==> config.mk <==
export PLATFORM = sky130hd
export DESIGN_NAME = proc_trace_monitor
export DESIGN_NICKNAME = d
export VERILOG_FILES = /design/src/rtl/proc_trace_monitor.sv
export SDC_FILE = /design/constraint.sdc
export NUM_CORES = 1
export LEC_CHECK = 0
export CAP_MARGIN = 20
export CORE_MARGIN = 4
export CORE_UTILIZATION = 45
export CTS_CLUSTER_SIZE = 10
export DETAILED_ROUTE_END_ITERATION = 6
export HOLD_SLACK_MARGIN = 0.03
export PLACE_DENSITY = 0.73
export SYNTH_ARGS = -nofsm -noshare
export SYNTH_HDL_FRONTEND = slang
export SYNTH_SLANG_ARGS = --single-unit
==> constraint.sdc <==
create_clock -name clock -period 14.55 [get_ports clock]
set_input_delay 2.1825 -clock clock [delete_from_list [all_inputs] [get_ports clock]]
set_output_delay 2.1825 -clock clock [all_outputs]
set_load 0.01 [all_outputs]
==> src/rtl/proc_trace_monitor.sv <==
// rtl/proc_trace_monitor.sv - commit-trace recorder with cycle stamps and show-ahead FIFO (optional macro TRACE_PC_EN)
module proc_trace_monitor #(
    parameter int DEPTH       = 16,
    parameter int CW          = 16,
    parameter int CYCLE_LIMIT = 100,
`ifdef TRACE_PC_EN
    localparam int ENTRY_W    = CW + 115,
`else
    localparam int ENTRY_W    = CW + 83,
`endif
    localparam int AW         = $clog2(DEPTH),
    localparam int CNT_W      = AW + 1
) (
    input  logic               clock,
    input  logic               reset,
    input  logic               ctrl_writeEnable,
    input  logic [4:0]         ctrl_writeReg,
    input  logic [31:0]        data_writeReg,
    input  logic               wren,
    input  logic [11:0]        address_dmem,
    input  logic [31:0]        data,
    input  logic [31:0]        pc,
    input  logic               rd_en,
    output logic               rd_valid,
    output logic [ENTRY_W-1:0] rd_data,
    output logic [CNT_W-1:0]   count,
    output logic               overflow,
    output logic [7:0]         drops,
    output logic               done
);

    logic [CW-1:0]      cyc_q, cyc_d;
    logic [AW-1:0]      wr_ptr_q, wr_ptr_d;
    logic [AW-1:0]      rd_ptr_q, rd_ptr_d;
    logic [CNT_W-1:0]   cnt_q, cnt_d;
    logic               overflow_q, overflow_d;
    logic [7:0]         drops_q, drops_d;
    logic [ENTRY_W-1:0] mem_q [DEPTH];

    logic               rf_v;
    logic               dm_v;
    logic               evt;
    logic               full;
    logic               empty;
    logic               push;
    logic               pop;
    logic               drop;
    logic [ENTRY_W-1:0] entry_d;

`ifndef TRACE_PC_EN
    logic unused_pc;
    assign unused_pc = ^pc;
`endif

    // Qualify events, build the entry and decide push / pop / drop for this cycle
    always_comb begin
        rf_v  = ctrl_writeEnable && (ctrl_writeReg != 5'd0);
        dm_v  = wren;
        evt   = (rf_v || dm_v) && !done;
        full  = (cnt_q == CNT_W'(DEPTH));
        empty = (cnt_q == '0);
        pop   = rd_en && !empty;
        // A full FIFO still accepts the event when the head leaves on the same edge
        push  = evt && (!full || rd_en);
        drop  = evt && full && !rd_en;
        entry_d = {
`ifdef TRACE_PC_EN
            pc,
`endif
            cyc_q,
            rf_v, rf_v ? ctrl_writeReg : 5'd0, rf_v ? data_writeReg : 32'd0,
            dm_v, dm_v ? address_dmem : 12'd0, dm_v ? data : 32'd0
        };
    end

    // Next-state for cycle counter, pointers, occupancy and drop accounting
    always_comb begin
        cyc_d      = cyc_q;
        wr_ptr_d   = wr_ptr_q;
        rd_ptr_d   = rd_ptr_q;
        cnt_d      = cnt_q;
        overflow_d = overflow_q;
        drops_d    = drops_q;
        if (!done) begin
            cyc_d = cyc_q + CW'(1);
        end
        if (push) begin
            wr_ptr_d = wr_ptr_q + AW'(1);
        end
        if (pop) begin
            rd_ptr_d = rd_ptr_q + AW'(1);
        end
        case ({push, pop})
            2'b10:   cnt_d = cnt_q + CNT_W'(1);
            2'b01:   cnt_d = cnt_q - CNT_W'(1);
            default: cnt_d = cnt_q;
        endcase
        if (drop) begin
            overflow_d = 1'b1;
            if (drops_q != 8'hFF) begin
                drops_d = drops_q + 8'd1;
            end
        end
    end

    // Control state registers, cleared asynchronously so a reset drops the trace at once
    always_ff @(posedge clock or posedge reset) begin
        if (reset) begin
            cyc_q      <= '0;
            wr_ptr_q   <= '0;
            rd_ptr_q   <= '0;
            cnt_q      <= '0;
            overflow_q <= 1'b0;
            drops_q    <= 8'd0;
        end else begin
            cyc_q      <= cyc_d;
            wr_ptr_q   <= wr_ptr_d;
            rd_ptr_q   <= rd_ptr_d;
            cnt_q      <= cnt_d;
            overflow_q <= overflow_d;
            drops_q    <= drops_d;
        end
    end

    // Entry storage; contents are only observable through the occupancy-gated head
    always_ff @(posedge clock) begin
        if (push) begin
            mem_q[wr_ptr_q] <= entry_d;
        end
    end

    // Show-ahead head and status outputs
    always_comb begin
        done     = (cyc_q == CW'(CYCLE_LIMIT));
        rd_valid = !empty;
        rd_data  = empty ? '0 : mem_q[rd_ptr_q];
        count    = cnt_q;
        overflow = overflow_q;
        drops    = drops_q;
    end

endmodule

==> run metrics <==
number of max-slew violations in the final report 0; actual slew at the worst max-slew pin about 1.1 ns; Die Width roughly 380 microns; data required time at the worst endpoint ~12 ns; number of antenna violations at the first check in global routing 6; CP most frequent cell sky130_fd_sc_hd__buf_4; finished layout cell area between 0.07 and 0.08 sq mm; async set-or-reset flop fraction in the synthesized netlist 0.0234; IO Port Bufs 200; Final Cycle Share 0.515; Max Clock Skew between 0.05 and 0.06 ns; cell area after synthesis between 0.06 and 0.07 sq mm; DRC 0; count of buffer and inverter cells on the critical path 3; number of warnings issued by yosys 0; Sequential Area approximately 0.049 sq mm; static power due to leakage roughly 23 nW; hold violation total from the final report 0; antenna cell count 0; area occupied by multi-input gates 0.0132 sq mm; setup repair after global routing missed its margin no; violation count after the first detailed-routing iteration 2991; # resized after CTS 0; H-Tree Depth 4; Final Routed Wirelength around 140000 microns; total vias in the final route between 20k and 30k; area grow syn2layout 14.8%; critical path arrival 5.32 ns; row cnt around 140; Final setup violation count 0; setup tns final 0 ns; Die ar. ~0.14 sq mm; synthesized instance count 2709; Max stage delay cell, worst path sky130_fd_sc_hd__buf_4; placeable core region ~0.14 sq mm; number of clock sinks about 1.6k; final layout net count about 3.1k; cell class contributing the biggest share of worst-path delay buffers and inverters; type of the tightest min-delay check reg -> reg; Placed Instance Area between 0.06 and 0.07 sq mm; status finished clean; vias in the first global route 30.1k; total half-perimeter wirelength after legalization and detailed placement 65000 microns; Ports 233; total of fill cells in the finished design a little over 10k; post-CTS clock slew at the launch and capture registers of the worst setup and hold paths around 0.050 ns; antenna violation net count after detailed routing 0; number of enable flip-flop cells after synthesis between 1.5k and 2k; unique cell type count in the Yosys netlist 45; RePlAce Congestion roughly 0.7; kind of critical path reg -> out; starting utilization of the core area 0.453; Tot GR Track Use 0.192; most common flop cell mapped by yosys sky130_fd_sc_hd__edfxtp_1; element type at the critical path end output pin; # Max-Cap Violations 0; CP cell instances buf_4 > buf_4 > mux4_2 > mux2i_1 > o22ai_1 > clkdlybuf4s50_1; Synth Area per Inst between 20 and 25 sq um; slowest stage delay, CP ~0.95 ns; worst ir drop on vdd roughly 0.17 mV; fraction of the yosys area taken by sequential cells 0.778; fraction of layout cells with a size suffix above 1 0.224; Critical Path Source Type flip-flop; first-pass GRT wire length around 200000 microns; Worst Path Max Fanout 73; routed wirelength normalized by instance count 28.6 microns; worst slew slack as a fraction of its limit 0.267; power density over the cells ~200 mW/mm^2; CTS Hold Bufs 0; maximum operating frequency 133 MHz; routed via count divided by cell count around 6.0; Clock Tree Root sky130_fd_sc_hd__clkbuf_16; clock buffers created by TritonCTS around 180; number of nets produced by synthesis 2838; First-pass DRT Iterations 5; GR Overflow Total 0; Setup Fix Bufs, Post-CTS 0; TritonCTS clock tree done; core utilization of the finished layout 0.520; min Tclk post-route around 7.5 ns; die height ~380 microns; pin count of the biggest net entering global routing between 150 and 200; clk_lat worst skew ~0.81 ns; flops & latches, synth between 1.5k and 2k; maximum buffer depth of the clock tree 3
[cells in the final DEF (no fill, tap or decap), types with 8 or more instances in the layout]
cell                              instances
sky130_fd_sc_hd__clkbuf_16              184
sky130_fd_sc_hd__o22ai_1                 99
sky130_fd_sc_hd__buf_12                  10
sky130_fd_sc_hd__xnor2_1                 12
sky130_fd_sc_hd__nand3_1                 12
sky130_fd_sc_hd__mux4_2                 396
sky130_fd_sc_hd__ha_1                    11
sky130_fd_sc_hd__mux2i_1                199
sky130_fd_sc_hd__nor2_1                  12
sky130_fd_sc_hd__and2_1                  82
sky130_fd_sc_hd__buf_4                   38
sky130_fd_sc_hd__clkdlybuf4s50_1        199
sky130_fd_sc_hd__edfxtp_1              1584
sky130_fd_sc_hd__clkbuf_1                24
sky130_fd_sc_hd__xor2_1                  20
sky130_fd_sc_hd__nand4_1                  8
sky130_fd_sc_hd__nand2_1                 18
sky130_fd_sc_hd__dfrtp_1                 35
[stage by stage]
stage | cells | total power (W) | hold WS, ns | worst slack, ns
3_5_place_dp | 4605 | 0.0108 | 0.457 | 7.43
3_3_place_gp | 4604 | 0.0108 | 0.454 | 7.46
6_report | 4834 | 0.0147 | 0.471 | 7.05
5_1_grt | 4834 | 0.0153 | 0.503 | 6.79
4_1_cts | 4834 | 0.0148 | 0.482 | 6.99
2_1_floorplan | 2709 | 0.00910 | 0.459 | 1.30
[worst paths after layout]
path / depth (start not counted) / end / from / slack (ns)
worst min-delay path: 1 / overflow / overflow / 0.47
max in group asynchronous: 3 / rd_ptr_q[1] / reset / 12.32
min in group asynchronous: 3 / drops[2] / reset / 1.79
worst max-delay path: 6 / rd_data[95] / rd_ptr_q[1] / 7.05
worst min register to register: 1 / overflow / overflow / 0.47
worst max register to register: 10 / mem_q[15][60] / cyc_q[0] / 9.51
[registers in the layout (all words and copies together), names as in the netlist]
| name | cells |
|---|---|
| rd_ptr_q | 4 |
| drops | 8 |
| cyc_q | 16 |
| wr_ptr_q | 4 |
| overflow | 1 |
| mem_q | 1584 |
| count | 5 |
[kinds of logic (layout without fill, tap and decap cells)]
kind of cell,after synthesis,in the layout,synth area share
adders and majority gates,11,11,0.00221
buffers and inverters,155,486,0.0117
AOI/OAI and AO/OA,110,110,0.0110
muxes,601,601,0.176
xor gates and xnor gates,32,32,0.00449
DFF,1622,1622,0.778
and+or+nand+nor,178,178,0.0167
[final cells by class]
cell class,count,area share
clock buffers,209,0.0657
repair buffers,249,0.0350
flip-flops and latches,1622,0.678
well taps,1794,0.0313
clock inverters,20,0.00487
inverters,8,0.000419
multi-input cells,932,0.185
[cell usage after synthesis (2+ instances only)]
master | number | area, sq um
sky130_fd_sc_hd__nand2b_1 | 2 | 12.5
sky130_fd_sc_hd__and3_1 | 6 | 37.5
sky130_fd_sc_hd__dfrtp_1 | 38 | 951
sky130_fd_sc_hd__nor2_1 | 18 | 67.6
sky130_fd_sc_hd__xnor2_1 | 12 | 105
sky130_fd_sc_hd__nor3_1 | 9 | 45.0
sky130_fd_sc_hd__clkbuf_1 | 58 | 218
sky130_fd_sc_hd__a21oi_1 | 4 | 20.0
sky130_fd_sc_hd__xor2_1 | 20 | 175
sky130_fd_sc_hd__nand3_1 | 12 | 60.1
sky130_fd_sc_hd__nor4_1 | 2 | 12.5
sky130_fd_sc_hd__nand2_1 | 19 | 71.3
sky130_fd_sc_hd__buf_4 | 18 | 135
sky130_fd_sc_hd__nand4_1 | 8 | 50.1
sky130_fd_sc_hd__mux4_2 | 396 | 8920
sky130_fd_sc_hd__and2_1 | 85 | 532
sky130_fd_sc_hd__nor3_2 | 4 | 40.0
sky130_fd_sc_hd__o21ai_0 | 3 | 15.0
sky130_fd_sc_hd__mux2_2 | 5 | 56.3
sky130_fd_sc_hd__mux2i_1 | 199 | 1990
sky130_fd_sc_hd__edfxtp_1 | 1584 | 47600
sky130_fd_sc_hd__nand3b_1 | 2 | 15.0
sky130_fd_sc_hd__inv_1 | 7 | 26.3
sky130_fd_sc_hd__buf_2 | 53 | 265
sky130_fd_sc_hd__nor3b_1 | 2 | 15.0
sky130_fd_sc_hd__buf_1 | 15 | 56.3
sky130_fd_sc_hd__buf_6 | 2 | 22.5
sky130_fd_sc_hd__ha_1 | 11 | 138
sky130_fd_sc_hd__o22ai_1 | 99 | 619
[report_power, final]
| part | switching [W] | internal (W) |
|---|---|---|
| sequential | 0.000253 | 0.00584 |
| clock | 0.00170 | 0.00229 |
| combinational | 0.00245 | 0.00212 |
| total | 0.00441 | 0.0102 |
[metal layers]
metal / up-vias / share of wire / global-route usage
met5: - / 0.00020 / 0
met4: 4 / 0.026 / 0.0586
met3: 220 / 0.082 / 0.0434
met2: 1248 / 0.49 / 0.309
met1: 15500 / 0.40 / 0.264
li1: 11900 / - / -
Note: power is estimated with default switching activity, not from simulation.
